[src/rtl/seq_unsigned_multiplier_if.sv]
// Operand/result bundle for seq_unsigned_multiplier.
// The overflow signal exists only when MULT_OVERFLOW_FLAG_EN is defined.
interface seq_unsigned_multiplier_if #(
    parameter int WIDTH = 8
);
    logic             start;
    logic [WIDTH-1:0] a;
    logic [WIDTH-1:0] b;
    logic [WIDTH-1:0] result;
    logic             done;
`ifdef MULT_OVERFLOW_FLAG_EN
    logic             overflow;

    modport master (
        output start, a, b,
        input  result, done, overflow
    );

    modport slave (
        input  start, a, b,
        output result, done, overflow
    );
`else
    modport master (
        output start, a, b,
        input  result, done
    );

    modport slave (
        input  start, a, b,
        output result, done
    );
`endif
endinterface

[src/rtl/seq_unsigned_multiplier.sv]
// Shift-and-add unsigned multiplier, one multiplier bit per clock, product mod 2^WIDTH.
// Optional feature macro: MULT_OVERFLOW_FLAG_EN adds a sticky full-product overflow flag.
module seq_unsigned_multiplier #(
    parameter int WIDTH = 8
) (
    input  logic                       clk,
    input  logic                       rst,
    seq_unsigned_multiplier_if.slave   bus
);

    localparam int CNT_W = $clog2(WIDTH) + 1;
    localparam logic [CNT_W-1:0] LAST_ITER = CNT_W'(WIDTH - 1);
    localparam logic [CNT_W-1:0] CNT_ONE   = CNT_W'(1);

    typedef enum logic [1:0] {
        IDLE = 2'd0,
        BUSY = 2'd1,
        DONE = 2'd2
    } state_t;

    state_t           state_q, state_d;
    logic [WIDTH-1:0] rega_q, rega_d;
    logic [WIDTH-1:0] regb_q, regb_d;
    logic [WIDTH-1:0] acc_q, acc_d;
    logic [CNT_W-1:0] count_q, count_d;
    logic [WIDTH-1:0] result_q, result_d;
    logic             done_q, done_d;

    logic [WIDTH-1:0] adder_out;
    logic [WIDTH-1:0] carry;

    // Ripple-carry chain of full-adder cells: acc + regA. The carry out of the
    // top cell is only formed when the overflow flag needs it.
    assign carry[0] = 1'b0;

    for (genvar i = 0; i < WIDTH; i++) begin : g_fa
        assign adder_out[i] = acc_q[i] ^ rega_q[i] ^ carry[i];
        if (i < WIDTH - 1) begin : g_carry
            assign carry[i+1] = (acc_q[i] & rega_q[i]) |
                                (carry[i] & (acc_q[i] ^ rega_q[i]));
        end
    end

`ifdef MULT_OVERFLOW_FLAG_EN
    logic add_cout;
    logic lost_q, lost_d;
    logic ovf_q, ovf_d;
    logic overflow_q, overflow_d;
    logic step_ovf;

    assign add_cout = (acc_q[WIDTH-1] & rega_q[WIDTH-1]) |
                      (carry[WIDTH-1] & (acc_q[WIDTH-1] ^ rega_q[WIDTH-1]));

    // lost_q remembers that a set multiplicand bit has been shifted past the
    // top; any later partial product then exceeds the range on its own.
    assign step_ovf = regb_q[0] & (add_cout | lost_q);
`endif

    always_comb begin
        state_d  = state_q;
        rega_d   = rega_q;
        regb_d   = regb_q;
        acc_d    = acc_q;
        count_d  = count_q;
        result_d = result_q;
        done_d   = done_q;
`ifdef MULT_OVERFLOW_FLAG_EN
        lost_d     = lost_q;
        ovf_d      = ovf_q;
        overflow_d = overflow_q;
`endif

        case (state_q)
            IDLE, DONE: begin
                if (bus.start) begin
                    rega_d  = bus.a;
                    regb_d  = bus.b;
                    acc_d   = '0;
                    count_d = '0;
                    done_d  = 1'b0;
                    state_d = BUSY;
`ifdef MULT_OVERFLOW_FLAG_EN
                    lost_d     = 1'b0;
                    ovf_d      = 1'b0;
                    overflow_d = 1'b0;
`endif
                end
            end

            BUSY: begin
                if (regb_q[0]) begin
                    acc_d = adder_out;
                end
                rega_d  = rega_q << 1;
                regb_d  = regb_q >> 1;
                count_d = count_q + CNT_ONE;
`ifdef MULT_OVERFLOW_FLAG_EN
                lost_d = lost_q | rega_q[WIDTH-1];
                ovf_d  = ovf_q | step_ovf;
`endif
                if (count_q == LAST_ITER) begin
                    result_d = regb_q[0] ? adder_out : acc_q;
                    done_d   = 1'b1;
                    state_d  = DONE;
`ifdef MULT_OVERFLOW_FLAG_EN
                    overflow_d = ovf_q | step_ovf;
`endif
                end
            end

            default: begin
                state_d = IDLE;
            end
        endcase
    end

    always_ff @(posedge clk or negedge rst) begin
        if (!rst) begin
            state_q  <= IDLE;
            rega_q   <= '0;
            regb_q   <= '0;
            acc_q    <= '0;
            count_q  <= '0;
            result_q <= '0;
            done_q   <= 1'b0;
        end else begin
            state_q  <= state_d;
            rega_q   <= rega_d;
            regb_q   <= regb_d;
            acc_q    <= acc_d;
            count_q  <= count_d;
            result_q <= result_d;
            done_q   <= done_d;
        end
    end

`ifdef MULT_OVERFLOW_FLAG_EN
    always_ff @(posedge clk or negedge rst) begin
        if (!rst) begin
            lost_q     <= 1'b0;
            ovf_q      <= 1'b0;
            overflow_q <= 1'b0;
        end else begin
            lost_q     <= lost_d;
            ovf_q      <= ovf_d;
            overflow_q <= overflow_d;
        end
    end

    assign bus.overflow = overflow_q;
`endif

    assign bus.result = result_q;
    assign bus.done   = done_q;

endmodule

[src/flat_wrapper.sv]
// flat-port wrapper written by rule: the top's interface ports become plain ports
module seq_unsigned_multiplier_flat 
#(
    parameter int WIDTH = 8
)
  (clk, rst, bus_start, bus_a, bus_b, bus_result, bus_done);
  seq_unsigned_multiplier_if #(.WIDTH(WIDTH)) bus_i ();
  input  logic clk;
  input  logic rst;
  input wire logic [$bits(bus_i.start)-1:0] bus_start;
  input wire logic [$bits(bus_i.a)-1:0] bus_a;
  input wire logic [$bits(bus_i.b)-1:0] bus_b;
  output wire logic [$bits(bus_i.result)-1:0] bus_result;
  output wire logic [$bits(bus_i.done)-1:0] bus_done;
  assign bus_i.start = bus_start;
  assign bus_i.a = bus_a;
  assign bus_i.b = bus_b;
  assign bus_result = bus_i.result;
  assign bus_done = bus_i.done;
  seq_unsigned_multiplier #(.WIDTH(WIDTH)) u_core (.clk(clk), .rst(rst), .bus(bus_i));
endmodule
[config.mk]
export PLATFORM = sky130hd
export DESIGN_NAME = seq_unsigned_multiplier_flat
export DESIGN_NICKNAME = d
export VERILOG_FILES = /design/src/rtl/seq_unsigned_multiplier_if.sv /design/src/rtl/seq_unsigned_multiplier.sv /design/src/flat_wrapper.sv
export SDC_FILE = /design/constraint.sdc
export NUM_CORES = 1
export LEC_CHECK = 0
export ABC_AREA = 1
export CAP_MARGIN = 25
export CORE_MARGIN = 4
export CORE_UTILIZATION = 35
export CTS_CLUSTER_SIZE = 28
export DETAILED_ROUTE_END_ITERATION = 6
export SYNTH_ARGS = -nofsm -noshare
export SYNTH_HDL_FRONTEND = slang
export SYNTH_SLANG_ARGS = --single-unit
[constraint.sdc]
create_clock -name clk -period 3.9 [get_ports clk]
set_input_delay 0.585 -clock clk [delete_from_list [all_inputs] [get_ports clk]]
set_output_delay 0.585 -clock clk [all_outputs]
set_load 0.02 [all_outputs]
=== After elaboration in Yosys (flattened, before gate mapping) ===
Index checks and enable logic that the tools add are counted.

* Add/sub/neg operators: 1
* Reduce and logical (&&, ||, !) cells: 7
* Bitwise logic cells: 34
* Eq/ne operators: 5
* Mux-type cells: 15

{| class="wikitable"
|+ Operator list
! cell !! count
|-
| 8-bit one-hot mux with 2 select lines || 3
|-
| 8-bit 2-to-1 mux || 4
|-
| 1-bit bitwise XOR || 15
|-
| 1-bit AND || 13
|-
| 4-bit one-hot mux with 2 select lines || 1
|-
| 1-bit bitwise OR || 6
|-
| 2-bit AND reduction || 3
|-
| 4-bit by 1-bit adder with 4-bit output, second input constant || 1
|-
| 4-bit by 3-bit equality test with 1-bit output, second input constant || 1
|-
| 2-bit 2-to-1 mux || 2
|-
| 4-bit 2-to-1 mux || 1
|-
| 2-bit one-hot mux with 2 select lines || 1
|-
| 3-bit AND reduction || 1
|-
| 2-bit by 1-bit equality test with 1-bit output, second input constant || 1
|-
| 2-bit equality test, second input constant || 1
|-
| 2-bit zero test || 1
|-
| 1-bit 2-to-1 mux || 2
|-
| 2-bit by 1-bit inequality test with 1-bit output, second input constant || 1
|-
| 2-bit inequality test, second input constant || 1
|-
| 1-bit one-hot mux with 2 select lines || 1
|-
| 2-bit nonzero test || 1
|-
| 2-bit OR reduction || 1
|}

* Register bits after elaboration: 39
* Bits of input ports: 19
* Output and inout port bits: 9

=== Longest topological paths before layout ===
Gate-level depths: netlist of the first run.

* Depth in word-level cells: 16
* Mapped depth: 16
* Depth with buffers taken out: 16

=== Least setup slack after synthesis of the first run ===
No wires, ideal clock.

* Kind: register to register
* Start point: reg u_core.rega_q[0]
* End point: reg u_core.acc_q[6]
* Cell stages (with the launch flop): 12
* Setup time: 0.129 ns
* Buffers on the path: 0
* Arrival time: 2.867 ns
* Path slack: 0.905 ns
* Period minus slack after synthesis: 2.995 ns
* Cell sequence: dfrtp_1 > ha_1 > inv_1 > fa_1 > fa_1 > fa_1 > fa_1 > inv_1 > fa_1 > fa_1 > a21oi_1 > o22ai_1

* Word-level cells in the longest chain between the ends: 14

{| class="wikitable"
|+ Ends and longest elaborated chain
! element !! line !! source
|-
| start, declared || seq_unsigned_multiplier.sv:22 || <nowiki>logic [WIDTH-1:0] rega_q, rega_d;</nowiki>
|-
| start signal, assigned || seq_unsigned_multiplier.sv:128 || <nowiki>rega_q <= rega_d;</nowiki>
|-
| 1-bit AND || seq_unsigned_multiplier.sv:39 || <nowiki>assign carry[i+1] = (acc_q[i] & rega_q[i]) |</nowiki>
|-
| 1-bit AND || seq_unsigned_multiplier.sv:40 || <nowiki>(carry[i] & (acc_q[i] ^ rega_q[i]));</nowiki>
|-
| 1-bit bitwise OR || seq_unsigned_multiplier.sv:39 ||
|-
| 1-bit AND || seq_unsigned_multiplier.sv:40 ||
|-
| 1-bit bitwise OR || seq_unsigned_multiplier.sv:39 ||
|-
| 1-bit AND || seq_unsigned_multiplier.sv:40 ||
|-
| 1-bit bitwise OR || seq_unsigned_multiplier.sv:39 ||
|-
| 1-bit AND || seq_unsigned_multiplier.sv:40 ||
|-
| 1-bit bitwise OR || seq_unsigned_multiplier.sv:39 ||
|-
| 1-bit AND || seq_unsigned_multiplier.sv:40 ||
|-
| 1-bit bitwise OR || seq_unsigned_multiplier.sv:39 ||
|-
| 1-bit bitwise XOR || seq_unsigned_multiplier.sv:37 || <nowiki>assign adder_out[i] = acc_q[i] ^ rega_q[i] ^ carry[i];</nowiki>
|-
| 8-bit 2-to-1 mux || seq_unsigned_multiplier.sv:91 || <nowiki>if (regb_q[0]) begin</nowiki>
|-
| 8-bit one-hot mux with 2 select lines || seq_unsigned_multiplier.sv:73 || <nowiki>case (state_q)</nowiki>
|-
| end signal, assigned || seq_unsigned_multiplier.sv:122 || <nowiki>acc_q <= '0;</nowiki>
|-
| end signal, assigned || seq_unsigned_multiplier.sv:130 || <nowiki>acc_q <= acc_d;</nowiki>
|-
| end, declared || seq_unsigned_multiplier.sv:24 || <nowiki>logic [WIDTH-1:0] acc_q, acc_d;</nowiki>
|}

Every way passes these cells.
A chain may end at the register's enable or synchronous reset.

=== Worst setup path after layout of the first run ===
Same ends and word-level chain as after synthesis.

==> results of run 1 <==
final timing paths:
kind / from / to
setup / recovery: u_core.rega_q[0] / u_core.acc_q[6]
min in group clk: u_core.bus.result[1] / u_core.bus.result[1]
hold reg to reg: u_core.bus.result[1] / u_core.bus.result[1]
setup reg to reg: u_core.rega_q[0] / u_core.acc_q[6]
max in group asynchronous: rst / u_core.bus.result[1]
hold / removal: rst / u_core.acc_q[7]
flip-flops by register name, summed over array words and instances (netlist names):
| name | count |
|---|---|
| u_core.regb_q | 8 |
| u_core.acc_q | 8 |
| u_core.rega_q | 8 |
| u_core.bus.result | 8 |
| u_core.state_q | 2 |
| u_core.count_q | 4 |
| u_core.bus.done | 1 |
routing by layer:
layer | up-vias | track usage (%)
li1 | 697 | -
met5 | - | 0
met1 | 650 | 16.7
met4 | 0 | 4.73
met3 | 2 | 3.51
met2 | 26 | 19.6
per-stage QoR:
step	area, µm²	util [%]	std cells	hold WS (ps)	power [W]
final	2270	44.0	299	408	0.00184
after global routing	2270	44.0	299	484	0.00203
after CTS	2270	44.0	299	433	0.00187
after detailed placement	2180	42.1	291	471	0.00157
after global placement	2180	42.1	291	464	0.00155
after floorplan	1890	-	202	289	0.00137
area by class of cell:
cell class | instances | share of cell area (%)
Sequential cell | 39 | 42.9
Multi-Input combinational cell | 132 | 33.2
Timing Repair Buffer | 27 | 11.7
Inverter | 23 | 4.02
Tap cell | 70 | 3.85
Clock buffer | 6 | 3.63
Clock inverter | 2 | 0.715
cell usage in the layout (no fill, tap or decap):
cell / count
a21oi_1: 6
buf_2: 1
clkbuf_8: 6
clkdlybuf4s50_1: 26
clkinv_4: 1
clkinvlp_4: 1
dfrtp_1: 39
fa_1: 6
ha_1: 2
inv_1: 19
inv_2: 3
inv_6: 1
nand2_1: 68
nand2_4: 4
nand3_1: 9
nand4_1: 1
nor2_1: 6
nor2_4: 1
o211ai_1: 5
o211ai_2: 2
o21ai_0: 7
o21ai_1: 4
o21ai_2: 3
o22ai_1: 7
o31ai_1: 1
where the power goes:
| group | internal [W] | total (W) | leakage (nW) | switching, W |
|---|---|---|---|---|
| clock | 0.000144 | 0.000289 | 0.0474 | 0.000145 |
| combinational | 0.000329 | 0.000833 | 0.518 | 0.000504 |
| sequential | 0.000586 | 0.000714 | 0.493 | 0.000129 |
| total | 0.00106 | 0.00184 | 1.06 | 0.000777 |
worst max-delay path, delay by kind of cell, from the launching register on:
kind | cells | cell delay [ps]
compound gates | 2 | 270
buf+inv | 2 | 120
flops | 1 | 370
fa+ha+maj | 7 | 2230
cell families (layout without fill, tap and decap cells):
| kind of cell | Yosys count | after routing | synth area share (%) |
|---|---|---|---|
| and+or+nand+nor | 89 | 89 | 20.4 |
| buffers and inverters | 31 | 58 | 8.28 |
| DFF | 39 | 39 | 51.7 |
| AOI/OAI and AO/OA | 35 | 35 | 11.9 |
| adders and majority gates | 8 | 8 | 7.69 |
==> summary.txt, run 1 <==
Run status
  – Status: completed

CTS
  – CTS Sinks: 39
  – TritonCTS clock tree: yes
  – CTS buffer count: 5
  – Post-CTS setup buffer count: 0
  – Reg clk slew, reported paths: 80 ps
  – Clock Latency Late Sink: 290 ps
  – Hold_buf cts: 0
  – Root buf cell: clkbuf_8
  – Longest Clk Path Bufs: 2
  – H-tree levels: 2
  – Post_cts resized: 0

Placed design
  – Place WS: 779 ps
  – Final GP Congestion: 0.795
  – # port buffers: 27
  – Half-perimeter wire length after placement: 2.48 mm

Setup path
  – Flop-to-flop setup slack: 750 ps
  – Crit path cell chain: ha_1, inv_1, fa_1, fa_1, fa_1, fa_1, inv_1, fa_1, fa_1, a21oi_1, o22ai_1
  – Worst r2r path cells: 11
  – Most used cell, CP: fa_1
  – Required @ worst endpoint: 4060 ps
  – CP max stage cell: fa_1
  – Worst Setup End Kind: flip-flop
  – CP Data Arrival Time: 3310 ps
  – CP Max Fanout: 3
  – Startpoint Class: flip-flop
  – Worst path max stage delay: 400 ps
  – Critical path class: reg -> reg

Global route
  – Largest net degree at the start of global routing: 40
  – Number of global-route vias before repair: 1410
  – First-pass GRT wire length: 6.38 mm
  – Total Routing Usage GR: 12.6%
  – Initial antenna violation count: 0
  – GRT Residual Overflow: 0

Drt
  – Vias post-DR: 1375
  – # DRC: 0
  – Avg WL per Cell: 12.1 µm
  – Final antenna-violating net count: 0
  – Metal3 WL: 181 µm
  – Routed WL: 3.61 mm
  – Uppermost routed layer: met4
  – Wire length on met2: 1.64 mm
  – Vias per inst: 4.60
  – DRT Pass-1 Iters: 4
  – DRT iter0 DRCs: 43
  – DRT met1 WL: 1.76 mm

Pwr
  – Pwr per Cell Area: 807 nW/µm²
  – Worst VDD drop: 0.313 mV
  – Leak pwr: 1.06 nW

Layout
  – Ant. Diodes: 0
  – Area Growth Syn to Fin: 20.5%
  – Seq. cell area: 976 µm²
  – Layout cells sized above 1: 10.0%
  – Nets: 255
  – Area of the multi-input gates: 756 µm²
  – Fillcell total: 515

Timing
  – Tcrit/Tclk final: 80.7%
  – Final Hold Fails: 0
  – Final TNS setup: 0 ps
  – RSZ-0062 raised after global routing: false
  – FMAX: 318 MHz
  – Post-route setup slack: 754 ps
  – Setup Skew: 12.1 ps
  – Setup-failing EPs final: 0
  – Max_slew headroom: 42.9%
  – Tmin final: 3150 ps
  – Slew @ Worst Pin: 857 ps
  – Slew Viols, Final: 0

Logic synthesis
  – Ranking of synthesized cells by area: dfrtp_1, nand2_1, fa_1
  – EDFF count, synth: 0
  – Seq/Total Area, Yosys: 51.7%
  – YS warnings: 0
  – Seq cells post-synth: 39
  – Yosys cell types: 22
  – Top cells by count, synth: nand2_1, dfrtp_1, inv_1
  – Mapped cell area: 1890 µm²
  – Yosys top cell by area: dfrtp_1
  – Syn Inst Count: 202
  – Share of flip-flops with an asynchronous set or reset: 100%
  – Most frequent cell after synthesis: nand2_1
  – Synth Flop Type: dfrtp_1
  – Yosys top cell area share: 51.7%
  – Mapped Avg Cell Area: 9.35 µm²
  – Syn Nets: 229

Floorplan
  – Core ar.: 5170 µm²
  – Die area: 6630 µm²
  – Initial cell density of the core: 36.5%
  – Chip width: 81.4 µm
  – Std-Cell Rows: 26
  – Ports: 28
  – Die Ht: 81.4 µm

Run
  – # Max-Cap Violations: 0

Hold path
  – HP Class: in -> async
Note: power is estimated with default switching activity, not from simulation.
==> run 2, diff against run 1 <==
==> constraint.sdc (replaced) <==
create_clock -name clk -period 2.9 [get_ports clk]
set_input_delay 0.435 -clock clk [delete_from_list [all_inputs] [get_ports clk]]
set_output_delay 0.435 -clock clk [all_outputs]
set_load 0.02 [all_outputs]
==> summary.txt, run 2 (synthesized netlist as in run 1, its figures left out) <==
Timing
  – Max_slew headroom: 42.2%
  – FMAX: 334 MHz
  – RSZ-0062 raised after global routing: true
  – Setup-failing EPs final: 3
  – Tmin final: 2990 ps
  – Tcrit/Tclk final: 103%
  – Setup Skew: 9.96 ps
  – Slew @ Worst Pin: 867 ps
  – Final Hold Fails: 0
  – Slew Viols, Final: 0
  – Post-route setup slack: -90.9 ps

Pwr
  – Internal power: 0.00144 W
  – P_sw: 0.00109 W
  – Leak pwr: 1.06 nW
  – Pwr per Cell Area: 1090 nW/µm²
  – Worst VDD drop: 0.557 mV
  – Part of the power in the clock network: 14.4%
  – Switch share: 43.1%
  – Sequential power share: 38.3%
  – Gate power share: 47.3%

CTS
  – Root buf cell: clkbuf_8
  – H-tree levels: 2
  – Reg clk slew, reported paths: 80 ps
  – Longest Clk Path Bufs: 2
  – CTS buffer count: 5
  – CTS Sinks: 39
  – Hold_buf cts: 0
  – Clock Latency Late Sink: 300 ps
  – TritonCTS clock tree: yes

Floorplan
  – Ports: 28
  – Std-Cell Rows: 26
  – Core ar.: 5170 µm²
  – Die Ht: 81.4 µm
  – Die area: 6630 µm²
  – Initial cell density of the core: 36.5%
  – Chip width: 81.4 µm

Setup path
  – R2r endpoint: u_core.acc_q[6]
  – Required @ worst endpoint: 3060 ps
  – Startpoint Class: flip-flop
  – Flop-to-flop setup slack: -90 ps
  – Worst Setup End Kind: flip-flop
  – RR Startpoint: u_core.rega_q[0]
  – CP Data Arrival Time: 3150 ps
  – CP Max Fanout: 2
  – Critical path class: reg -> reg
  – Worst r2r path cells: 11

Drt
  – # DRC: 0
  – Vias per inst: 4.65
  – DRT iter0 DRCs: 90
  – DRT Pass-1 Iters: 4
  – Vias post-DR: 1401
  – Avg WL per Cell: 12.3 µm
  – Final antenna-violating net count: 0
  – Routed WL: 3.71 mm

Layout
  – Commonest non-fill, non-tap cells in the layout: nand2_1, dfrtp_1, clkdlybuf4s50_1
  – Commonest non-fill, non-tap cell in the layout: nand2_1
  – Nets: 257
  – Area Growth Syn to Fin: 22.0%
  – Post-layout util: 44.5%
  – Ant. Diodes: 0
  – Layout cells sized above 1: 16.5%
  – Post-route cell area: 2300 µm²

Placed design
  – Half-perimeter wire length after placement: 2.54 mm
  – Final GP Congestion: 0.769
  – Dpl cell area: 2200 µm²
  – # port buffers: 27

Global route
  – GRT Residual Overflow: 0
  – Initial antenna violation count: 0
  – Number of global-route vias before repair: 1354
  – First-pass GRT wire length: 6.57 mm
  – Total Routing Usage GR: 13.2%
  – Largest net degree at the start of global routing: 40

Run
  – # Max-Cap Violations: 0

Run status
  – Status: complete, but fails checks
  – Failing checks: negative setup slack

Hold path
  – HP Class: in -> async
[run 2: what timing repair did]
| item | CTS | global route |
|---|---|---|
| cloned | 0 | 0 |
| resized for setup | 0 | 6 |
| pin swaps | 1 | 6 |
| setup buffers | 1 | 0 |
| endpoints found under the setup margin | 4 | 6 |
[run 2: power groups by stage]
stage                     Clock, W  Sequential [W]  Combinational (W)
after floorplan                  0        0.000978           0.000898
after global placement           0        0.000967            0.00118
after detailed placement         0        0.000971            0.00120
after CTS                 0.000372        0.000962            0.00121
after global routing      0.000399         0.00100            0.00137
final                     0.000363        0.000965            0.00119
[run 2: layout make-up]
class                      instances  area, µm²
fill                             507       2870
sequential                        39        976
multi-input combinational        132        785
timing repair buffer              29        280
inverter                          23       91.3
tap                               70       87.6
clock buffer                       5       68.8
clock inverter                     3       15.0
[run 2: per-layer routing]
layer	up-vias	GRT usage (%)	share of wire, %
met5	-	0	0
met4	0	4.22	1.5
met3	8	4.61	5.1
met2	28	19.7	43
met1	668	17.8	50
li1	697	-	-
[run 2: through the flow]
step / cells / worst slack [ps] / setup TNS [ps] / hold slack (ps) / power, W
CTS: 301 / -68.5 / -158 / 284 / 0.00254
global route: 301 / -217 / -1010 / 322 / 0.00277
finish: 301 / -90.9 / -145 / 248 / 0.00252
detailed placement: 292 / -78.0 / -150 / 470 / 0.00217
global placement: 292 / -34.9 / -59.1 / 465 / 0.00214
floorplan: 202 / -1.82 / -1.82 / 139 / 0.00188
[run 2: critical path: stages, from the launching register on]
cell	delay [ps]
dfrtp_1	360
ha_2	170
inv_2	30
fa_2	330
fa_2	350
fa_2	370
fa_2	340
inv_2	60
fa_2	180
fa_2	430
a21oi_2	140
o22ai_1	90
[run 2: worst max-delay path by stage]
stage	from	endpoint	slack [ps]	cells after the start
2_1_floorplan	u_core.rega_q[0]	u_core.acc_q[6]	-2	11
6_report	u_core.rega_q[0]	u_core.acc_q[6]	-90	11
5_1_grt	u_core.acc_q[0]	u_core.acc_q[6]	-220	11
3_3_place_gp	u_core.acc_q[0]	u_core.acc_q[6]	-30	11
4_1_cts	u_core.acc_q[0]	u_core.acc_q[6]	-70	11
3_5_place_dp	u_core.rega_q[0]	u_core.acc_q[6]	-80	11
==> run 3, diff against run 2 <==
--- a/config.mk
+++ b/config.mk
@@ -7,10 +7,13 @@
 export LEC_CHECK = 0
 export ABC_AREA = 1
 export CAP_MARGIN = 25
+export CORE_ASPECT_RATIO = 0.9
 export CORE_MARGIN = 4
-export CORE_UTILIZATION = 35
+export CORE_UTILIZATION = 45
+export CTS_CLUSTER_DIAMETER = 100
 export CTS_CLUSTER_SIZE = 28
 export DETAILED_ROUTE_END_ITERATION = 6
+export PLACE_DENSITY = 0.68
 export SYNTH_ARGS = -nofsm -noshare
 export SYNTH_HDL_FRONTEND = slang
 export SYNTH_SLANG_ARGS = --single-unit
==> summary.txt, run 3 (synthesized netlist as in run 1, its figures left out) <==
Floorplan
  – Core ar.: 4070 µm²
  – Std-Cell Rows: 22
  – Initial cell density of the core: 46.3%
  – Die area: 5300 µm²
  – Ports: 28
  – Chip width: 76.3 µm
  – Die Ht: 69.5 µm

Timing
  – Post-route setup slack: -54.2 ps
  – Tmin final: 2950 ps
  – Slew @ Worst Pin: 842 ps
  – Setup Skew: 6.69 ps
  – Final TNS setup: -85.4 ps
  – Max_slew headroom: 43.8%
  – RSZ-0062 raised after global routing: true
  – FMAX: 338 MHz
  – Setup-failing EPs final: 2
  – Tcrit/Tclk final: 102%
  – Final Hold Fails: 0
  – Slew Viols, Final: 0

Setup path
  – Startpoint Class: flip-flop
  – Worst Setup End Kind: flip-flop
  – CP Data Arrival Time: 3120 ps
  – Required @ worst endpoint: 3070 ps
  – Critical path class: reg -> reg
  – CP Max Fanout: 2

Placed design
  – Half-perimeter wire length after placement: 2.46 mm
  – # port buffers: 27
  – Place WS: -59.0 ps
  – Dpl cell area: 2170 µm²
  – Placed cell count: 270
  – Final GP Congestion: 0.700

CTS
  – Reg clk slew, reported paths: 80 ps
  – CTS Sinks: 39
  – Clock Latency Late Sink: 290 ps
  – Longest Clk Path Bufs: 2
  – CTS buffer count: 5
  – Root buf cell: clkbuf_8
  – H-tree levels: 2
  – TritonCTS clock tree: yes

Drt
  – Vias post-DR: 1365
  – Avg WL per Cell: 12.3 µm
  – Routed WL: 3.43 mm
  – Vias per inst: 4.89
  – DRT iter0 DRCs: 47
  – DRT Pass-1 Iters: 4
  – Final antenna-violating net count: 0
  – # DRC: 0

Run status
  – Failing checks: negative setup slack
  – Status: complete, but fails checks

Layout
  – Finished Layout Cells: 279
  – Post-route cell area: 2280 µm²
  – Ant. Diodes: 0
  – Commonest non-fill, non-tap cells in the layout: nand2_1, dfrtp_1, clkdlybuf4s50_1
  – Layout cells sized above 1: 14.3%
  – Nets: 257
  – Area Growth Syn to Fin: 21.0%
  – Fillcell total: 367
  – Commonest non-fill, non-tap cell in the layout: nand2_1

Global route
  – Total Routing Usage GR: 14.1%
  – Largest net degree at the start of global routing: 40
  – GRT Residual Overflow: 0
  – First-pass GRT wire length: 6.04 mm
  – Initial antenna violation count: 0
  – Number of global-route vias before repair: 1314

Pwr
  – Pwr per Cell Area: 1110 nW/µm²
  – Total power: 0.00254 W
  – Worst VDD drop: 0.549 mV
  – Leak pwr: 1.07 nW

Run
  – # Max-Cap Violations: 0

Hold path
  – HP Class: in -> async
## run 3: worst paths after layout
path | start | end | slack [ps] | depth (start not counted)
max in group asynchronous | rst | u_core.rega_q[3] | 2120 | 1
worst max register to register | u_core.acc_q[0] | u_core.acc_q[6] | -50 | 11
worst min-delay path | rst | u_core.acc_q[2] | 250 | 1
worst max-delay path | u_core.acc_q[0] | u_core.acc_q[6] | -50 | 11
worst min register to register | u_core.bus.done | u_core.bus.done | 490 | 2
min in group clk | u_core.bus.done | u_core.bus.done | 490 | 2
## run 3: stage by stage
step                      hold WS, ps  util [%]
after detailed placement          466      53.3
after global routing              338      56.1
after floorplan                   139         -
after CTS                         291      55.8
final                             249      56.1
after global placement            466      53.3
## run 3: timing repair
| item | 4_1_cts | 5_1_grt |
|---|---|---|
| hold buffers | 0 | 0 |
| buffers inserted | 0 | 1 |
| cloned | 0 | 0 |
| setup endpoints to repair | 4 | 5 |
| pin swaps | 4 | 4 |
| resized for setup | 0 | 2 |
## run 3: final cells by class
type	instances	area, µm²	share of cell area (%)
Timing Repair Buffer	29	280	12.3
Tap cell	48	60.1	2.63
Sequential cell	39	976	42.7
Inverter	23	91.3	4.00
Multi-Input combinational cell	132	777	34.0
Clock buffer	8	100	4.38
## run 3: layer usage
metal  wire [µm]  up-vias  GRT usage (%)
li1            -      705              -
met1        1760      624           19.8
met2        1470       29           21.1
met3         157        7           3.90
met4          46        0           4.83
met5           0        -              0
## run 3: worst max-delay path, cell delays in order (launching register included)
cell and delay, ps:
dfrtp_1 360, ha_1 140, inv_1 40, fa_2 330, fa_2 340, fa_2 340, fa_2 340, inv_2 60
fa_2 200, fa_2 430, a21oi_2 160, o22ai_1 90
## run 3: power breakdown
part	switching [W]	total [W]	internal, W	leakage [nW]
Clock	0.000180	0.000397	0.000217	0.0515
Combinational	0.000707	0.00118	0.000478	0.524
Sequential	0.000172	0.000960	0.000788	0.493
